`config.mk`:
```
export PLATFORM = sky130hd
export DESIGN_NAME = regfile_wb_scheduler
export DESIGN_NICKNAME = d
export VERILOG_FILES = /design/src/rtl/regfile_wb_scheduler.sv
export SDC_FILE = /design/constraint.sdc
export NUM_CORES = 1
export LEC_CHECK = 0
export CORE_MARGIN = 3
export CORE_UTILIZATION = 47
export DETAILED_ROUTE_END_ITERATION = 8
export GPL_TIMING_DRIVEN = 0
export PLACE_DENSITY_LB_ADDON = 0.1
export SKIP_CTS_REPAIR_TIMING = 1
export SYNTH_ARGS = -nofsm -noshare
export SYNTH_HDL_FRONTEND = slang
export SYNTH_SLANG_ARGS = --single-unit
```
`constraint.sdc`:
```
create_clock -name clk -period 3.5 [get_ports clk]
set_clock_uncertainty 0.05 [all_clocks]
set_input_delay 0.525 -clock clk [delete_from_list [all_inputs] [get_ports clk]]
set_output_delay 0.525 -clock clk [all_outputs]
set_load 0.02 [all_outputs]
```
`src/rtl/regfile_wb_scheduler.sv`:
```
// Register file write-port scheduler: tracks pending destination registers,
// stalls issue on hazards, and arbitrates ALU/memory writebacks round-robin.
module regfile_wb_scheduler #(
    parameter int REG_WIDTH = 5,
    parameter int WIDTH     = 32,
    localparam int REG_COUNT = 1 << REG_WIDTH
) (
    input  logic                 clk,
    input  logic                 rst,
    input  logic                 flush,
    input  logic                 issue_valid,
    input  logic [REG_WIDTH-1:0] issue_rd,
    input  logic [REG_WIDTH-1:0] issue_rs1,
    input  logic [REG_WIDTH-1:0] issue_rs2,
    output logic                 issue_ready,
    input  logic                 alu_valid,
    input  logic [REG_WIDTH-1:0] alu_rd,
    input  logic [WIDTH-1:0]     alu_data,
    output logic                 alu_ready,
    input  logic                 mem_valid,
    input  logic [REG_WIDTH-1:0] mem_rd,
    input  logic [WIDTH-1:0]     mem_data,
    output logic                 mem_ready,
    output logic                 rf_write_enable,
    output logic [REG_WIDTH-1:0] rf_rd_offset,
    output logic [WIDTH-1:0]     rf_rd_data,
    output logic [REG_COUNT-1:0] busy_mask,
    output logic                 wb_error
);

    logic                 last_grant_mem;
    logic                 hazard;
    logic                 grant_alu;
    logic                 grant_mem;
    logic                 grant_any;
    logic [REG_WIDTH-1:0] wb_rd;
    logic [WIDTH-1:0]     wb_data;
    logic [REG_COUNT-1:0] busy_next;

    // Hazard check sees only the registered mask; the write port lands one
    // cycle after the grant, so dependants must wait for that cycle.
    assign hazard      = busy_mask[issue_rs1] | busy_mask[issue_rs2] | busy_mask[issue_rd];
    assign issue_ready = issue_valid & ~hazard & ~flush;

    assign grant_alu = ~flush & alu_valid & (~mem_valid | last_grant_mem);
    assign grant_mem = ~flush & mem_valid & (~alu_valid | ~last_grant_mem);
    assign grant_any = grant_alu | grant_mem;
    assign alu_ready = grant_alu;
    assign mem_ready = grant_mem;

    assign wb_rd   = grant_mem ? mem_rd   : alu_rd;
    assign wb_data = grant_mem ? mem_data : alu_data;

    always_comb begin
        busy_next = busy_mask;
        if (flush) begin
            busy_next = '0;
        end else begin
            if (grant_any)
                busy_next[wb_rd] = 1'b0;
            if (issue_ready && (issue_rd != '0))
                busy_next[issue_rd] = 1'b1;
        end
        busy_next[0] = 1'b0;
    end

    always_ff @(posedge clk or negedge rst) begin
        if (!rst) begin
            busy_mask       <= '0;
            rf_write_enable <= 1'b0;
            rf_rd_offset    <= '0;
            rf_rd_data      <= '0;
            wb_error        <= 1'b0;
            last_grant_mem  <= 1'b1;
        end else begin
            busy_mask       <= busy_next;
            rf_write_enable <= grant_any && (wb_rd != '0);
            if (grant_any) begin
                rf_rd_offset   <= wb_rd;
                rf_rd_data     <= wb_data;
                last_grant_mem <= grant_mem;
            end
            // Writeback to a register nobody was waiting on: flag it, still write.
            if (grant_any && (wb_rd != '0) && !busy_mask[wb_rd])
                wb_error <= 1'b1;
        end
    end

endmodule

```
Word level (Yosys, flattened, before mapping):

Cells that the tools add are included.

* memory bits (read-only): 0
* input port bits: 95
* RAM bits: 0
* logic and storage cells: 57
* register bits after elaboration: 71
* memories: 0
* bits in latches: 0
* output and inout port bits: 74

* muxes and demuxes: 18
* divide/modulo/power cells: 0
* reduce and logical (&&, ||, !) cells: 8
* shifts and indexed selects: 0
* equality and inequality tests: 0
* multiply operators: 0
* magnitude comparators: 6
* bitwise logic cells: 19
* add/sub/neg operators: 0

Operators by type and width (count)
* $mux W32: 5
* $and A32 B32 Y32: 1
* $not A32 Y32: 1
* $or A32 B32 Y32: 1
* $lt A5 B6 Y1 const B: 4
* $bmux W1 S5: 4
* $demux W1 S5: 2
* $ge A5 B1 Y1 const B: 2
* $reduce_bool A5 Y1: 2
* $and A1 B1 Y1: 6
* $mux W1: 6
* $logic_and A1 B1 Y1: 5
* $mux W5: 1
* $not A1 Y1: 5
* $or A1 B1 Y1: 5
* $logic_not A1 Y1: 1

Longest topological paths before layout:

Gate-level depths: netlist of the first run.

* depth after elaboration: 15
* gate-level depth with buffers: 10
* gate-level depth less buffers: 7

Least setup slack after synthesis of the first run:

OpenSTA, ideal clock, no wires.

* path kind: input -> output
* from: in issue_rd[0]
* to: out issue_ready
* data arrival time: 2347 ps
* path slack: 578 ps
* stages: 9
* path through: buf_2 > buf_2 > mux4_2 > a22oi_1 > nor2_1 > a31oi_1 > nand4b_4 > buf_6 > inv_2

* word-level cells in the longest chain between the ends: 6

RTL lines
* start: declaration: RTL line 12 `input logic [REG_WIDTH-1:0] issue_rd,`
* $bmux W1 S5: RTL line 42 `assign hazard = busy_mask[issue_rs1] | busy_mask[issue_rs2] | busy_mask[issue_rd];`
* $mux W1 (implied by the code): RTL line 42
* $or A1 B1 Y1: RTL line 42
* $not A1 Y1: RTL line 43 `assign issue_ready = issue_valid & ~hazard & ~flush;`
* $and A1 B1 Y1 (2 in series): RTL line 43
* end: declaration: RTL line 15 `output logic issue_ready,`

No other way between the ends. The select of a mux whose other input is x is not followed.

Worst setup path after layout of the first run:

* from: in issue_rd[1]
* to: out issue_ready

Same word-level chain as after synthesis.

==> results of run 1 <==
-- cells in the final DEF (no fill, tap or decap), drive strengths merged, types with 3 or more instances in the layout --
master,netlist,routed
a211oi,9,9
buf,11,12
mux4,22,22
clkdlybuf4s50,0,153
o22ai,6,6
or3,3,3
a31oi,38,38
a41o,3,3
inv,11,13
mux2i,13,13
and2,3,3
nor2b,6,6
nand2b,24,24
clkbuf,37,47
a21oi,9,9
nand2,115,115
a22oi,9,9
o41ai,17,17
dfrtp,70,70
o21ai,17,17
nor3,7,7
mux2,5,5
nand3,9,9
nor2,56,56
o211ai,30,30
-- stage by stage --
stage | TNS (ps) | area [sq um]
CTS | -1100 | 6980
finish | 0 | 6980
global route | 0 | 6980
global placement | -48780 | 6750
floorplan | 0 | 5020
detailed placement | -1080 | 6770
-- routing by layer --
metal  vias up  global-route usage, %  routed length (microns)  share of wire (%)
met3        62                   9.16                     2280                 12
met5         -                      0                        0                  0
met2       350                   49.6                     8740                 47
met4         0                   15.4                      765                4.1
met1      2553                   39.8                     6760                 36
li1       2423                      -                        -                  -
-- state kept, by name (all words and copies together) (netlist names) --
| signal | flops |
|---|---|
| rf_rd_data | 32 |
| busy_mask | 31 |
| rf_rd_offset | 5 |
| last_grant_mem | 1 |
| rf_write_enable | 1 |
| wb_error | 1 |
-- worst max-delay path, cell delays in order --
cell             delay [ps]
clkdlybuf4s50_1         560
buf_6                   180
mux4_2                  290
mux2i_1                 160
o32ai_1                 100
or3_1                   330
nand4b_4                200
buf_6                   190
inv_2                    80
clkbuf_2                170
-- final timing paths --
check / start / endpoint / slack, ps / depth (start not counted)
worst min-delay path: rst / busy_mask[8] / 130 / 2
worst max-delay path: issue_rd[1] / issue_ready / 130 / 10
max in group asynchronous: rst / rf_rd_offset[3] / 2950 / 2
min in group clk: rf_rd_offset[1] / rf_rd_offset[1] / 470 / 2
worst min register to register: rf_rd_offset[1] / rf_rd_offset[1] / 470 / 2
worst max register to register: last_grant_mem / wb_error / 830 / 7
-- cell type report --
type | instances | share of cell area (%)
plain buffers | 46 | 3.03
inverters | 11 | 0.628
flip-flops and latches | 71 | 25.5
repair buffers | 156 | 22.5
well taps | 136 | 2.44
clock inverters | 6 | 0.968
clock buffers | 10 | 1.97
multi-input cells | 434 | 43.0
-- where the power goes --
part,internal (mW),total [mW],switching (mW)
Combinational,0.293,0.661,0.368
Sequential,0.886,0.928,0.0423
Clock,0.352,0.691,0.339
Total,1.53,2.28,0.749
-- kinds of logic (layout without fill, tap and decap cells) --
family	Yosys count	count (layout)	synth area share (%)
AOI/OAI and AO/OA	161	161	25.4
other	1	1	0.0746
and+or+nand+nor	232	232	20.5
buffers and inverters	59	229	5.03
DFF	71	71	35.4
muxes	40	40	13.6
==> reports/results.ini, run 1 <==
[detailed_routing]
wirelength_microns = 18600
vias_per_cell = 6.19
wire_per_inst_microns = 21.3
first_pass_iters = 7
num_vias = 5388
drtAntennaViolNets = 0
post-route-drc-count = 0
drt-initial-drc-count = 430

[die]
rows = 37
die_x_microns = 109
coreArea_sq_um = 10400
num_io_pins = 169
dieHeight_microns = 109
initial_utilization_pct = 48.5
die_area_sq_um = 12000

[power_and_ir_drop]
p_per_area_nw_per_um2 = 327
p_leak_nw = 2.68
peakVddDrop_v = 0.000223
total_power_mw = 2.28

[synthesis]
async_reset_ff_share_pct = 100
syn_avg_cell_area_sq_um = 8.91
synth_cell_type_count = 53
yosys_warnings = 0
yosysTopAreaCellShare_pct = 34.9
synthTopCellsByCount = nand2_1 (115), dfrtp_1 (70), nor2_1 (56)
seq_area_frac_synth_pct = 35.4
synth_cells = 564
synth_edf_count = 0
ys.flop_type = dfrtp_1
synth_area_leaders = dfrtp_1 (35%), mux4_2 (9.9%), nand2_1 (8.6%)
ys_ff_latch = 71
syn_nets = 659
synth_most_common_cell = nand2_1
yosysTopAreaCell = dfrtp_1
synth_area_sq_um = 5020

[grt]
grt_pass1_vias = 5307
grt_usage_pct = 31.5
grt.overflow.total = 0
antenna_found_initial = 0
grt_first_pass_wirelength_microns = 28700
grt_max_degree = 72

[final_layout]
drive_above_1_share_pct = 10.6
final_util_pct = 67.3
fillers = 904
antenna_cells = 0
area_delta_synth_final_pct = 38.8
multi_input_area_sq_um = 3000
stdcell_count = 870
nNetsFinal = 824
ff_latch_area_sq_um = 1780

[sta]
finalSetupViolCount = 0
hold_violations = 0
worst_slack_ps = 134
worst_pin_slew_ps = 1130
relSlewSlack_pct = 22.9
slew_viol_final = 0
grt_setup_unrepaired = false
clock.fmax_mhz = 297
hold_ws_ps = 127
min_period_ps = 3370
fin_crit_sh_pct = 96.2

[place]
hpwlAfterDp_microns = 13900
io_buffers = 155
dp_slack_ps = -617
place_inst = 856
gp_congestion = 0.974

[clock_network]
clock_latency_ps = 360
h-tree-depth = 3
clock-root-buffer = clkbuf_8
cts_tree = yes
path_clk_slew_ps = 80
clock_path_buffers = 2
cts.sinks = 71
cts_buffers = 9

[outcome]
status = finished, final reports clean

[worst_setup_path]
cp.required_ps = 2920
criticalPathCategory = input pin to primary output
critPathCaptureType = primary output
critPathLaunchType = input pin
arrival_ps = 2790
path_max_fanout = 10

[job]
drv_cap = 0

[min_path]
hold_class = input pin to async pin

No activity file was read; power rests on OpenSTA's default activity.
==> inputs of run 2 (changes only) <==
- CAP_MARGIN: unset -> 15
- CORE_ASPECT_RATIO: unset -> 1.4
==> reports/results.ini, run 2 (same netlist as run 1, synthesis figures left out) <==
[outcome]
status = finished, final reports clean

[grt]
met2_usage_pct = 55.1  ; +5.6 points
grt_most_used_layer = met2
grt_max_degree = 72  ; unchanged
grtUsageMet1_pct = 39.2  ; -0.67 points
grt_usage_pct = 32.8  ; +1.3 points
grt.overflow.total = 0  ; unchanged
antenna_found_initial = 0  ; unchanged
grt_pass1_vias = 5521  ; +4.0%
grt_util_met3_pct = 7.08  ; -2.1 points
grt_first_pass_wirelength_microns = 30100  ; +4.6%

[sta]
slew_viol_final = 0  ; unchanged
hold_ws_ps = 245  ; +117 ps
worst_pin_slew_ps = 1030  ; -92.3 ps
worst_slack_ps = 142  ; +7.56 ps
clock.fmax_mhz = 298  ; +0.23%
fin_crit_sh_pct = 95.9  ; -0.22 points
relSlewSlack_pct = 29.2  ; +6.3 points
min_period_ps = 3360  ; -7.57 ps
grt_setup_unrepaired = false
setup_tns_ps = 0  ; unchanged
finalSetupViolCount = 0  ; unchanged
hold_violations = 0  ; unchanged

[worst_setup_path]
critPathCaptureType = primary output
critPathLaunchType = flop
criticalPathCategory = flop to primary output
arrival_ps = 2780  ; about the same
cp.required_ps = 2920  ; about the same
reg2reg_setup_slack_ps = 860  ; +30 ps
path_max_fanout = 10  ; unchanged

[die]
initial_utilization_pct = 48.3  ; -0.16 points
die_area_sq_um = 12000  ; +0.15%
die_x_microns = 93.4  ; -15%
rows = 44  ; +19%
num_io_pins = 169  ; unchanged
coreArea_sq_um = 10400  ; +0.34%
dieHeight_microns = 128  ; +17%

[detailed_routing]
wire_per_inst_microns = 22.2  ; +4.1%
drtAntennaViolNets = 0  ; unchanged
first_pass_iters = 5  ; -2
vias_per_cell = 6.26  ; +1.1%
drt-initial-drc-count = 356  ; -17%
num_vias = 5459  ; +1.3%
post-route-drc-count = 0  ; unchanged
wirelength_microns = 19400  ; +4.4%

[place]
hpwlAfterDp_microns = 14300  ; +3.3%
place_inst = 857  ; +0.12%
io_buffers = 155  ; unchanged
gp_congestion = 0.973  ; -0.13%
dp_slack_ps = -780  ; -162 ps

[final_layout]
final_common_cell = clkdlybuf4s50_1
fillers = 855  ; -5.4%
regMostFlops = rf_rd_data
antenna_cells = 0  ; unchanged
stdcell_count = 872  ; +0.23%
biggestRegsByFlops = rf_rd_data: 32 flops, busy_mask: 31 flops, rf_rd_offset: 5 flops
nNetsFinal = 824  ; unchanged
area_delta_synth_final_pct = 41.1
mostFrequentLayoutCells = clkdlybuf4s50_1 (152), nand2_1 (114), dfrtp_1 (70), nor2_1 (56)
drive_above_1_share_pct = 11.0  ; +0.41 points
largest_reg_flops = 32  ; unchanged

[clock_network]
clock_latency_ps = 340  ; -20 ps
path_clk_slew_ps = 60  ; -20 ps
h-tree-depth = 3  ; unchanged
clock-root-buffer = clkbuf_16
cts_tree = yes
cts_buffers = 9  ; unchanged
cts.sinks = 71  ; unchanged
clock_path_buffers = 2  ; unchanged

[power_and_ir_drop]
peakVddDrop_v = 0.000330  ; +48%
p_per_area_nw_per_um2 = 366  ; +12%
p_leak_nw = 2.74  ; +2.2%

[job]
drv_cap = 0  ; unchanged

[min_path]
hold_class = input pin to async pin

==> run 2: critical path, cell delays in order, from the launching register on <==
cell and delay (ps):
dfrtp_1 530, mux4_2 520, a221oi_1 280, a21oi_1 60, or3_1 390, nand4b_4 210
buf_6 200, inv_2 90, clkbuf_2 170
==> run 2: area by class of cell <==
type | count | area [sq um] | area share (%)
multi-input combinational | 434 | 3010 | 42.5
clock inverter | 6 | 91.3 | 1.29
clock buffer | 10 | 229 | 3.23
timing repair buffer | 155 | 1550 | 21.8
tap | 138 | 173 | 2.43
sequential | 71 | 1780 | 25.1
buffer | 47 | 219 | 3.09
inverter | 11 | 43.8 | 0.618
==> run 2: worst paths after layout <==
| kind | endpoint | start | cells after the start |
|---|---|---|---|
| worst max register to register | busy_mask[13] | busy_mask[18] | 7 |
| worst min register to register | rf_rd_offset[1] | rf_rd_offset[1] | 2 |
| worst max-delay path | issue_ready | busy_mask[18] | 8 |
| worst min-delay path | busy_mask[14] | rst | 1 |
| min in group clk | rf_rd_offset[1] | rf_rd_offset[1] | 2 |
| max in group asynchronous | rf_rd_data[28] | rst | 1 |
==> run 2: power breakdown <==
group	total [mW]	leakage, nW	internal (mW)	switching [mW]
logic	0.666	1.71	0.291	0.375
clock network	1.00	0.157	0.629	0.373
registers	0.929	0.879	0.887	0.0418
==> run 2: metal layers <==
metal,up-vias,share of wire (%)
met5,-,0
met4,0,4.6
met3,61,9.7
met2,346,50
met1,2615,36
li1,2437,-
==> run 2: through the flow <==
step           power, mW  instance area (sq um)  utilization, %
2_1_floorplan       1.26                   5020               -
5_1_grt             2.70                   7090            68.2
3_5_place_dp        1.60                   6750            64.8
4_1_cts             2.60                   7070            67.9
6_report            2.60                   7090            68.2
3_3_place_gp        1.59                   6750            64.9
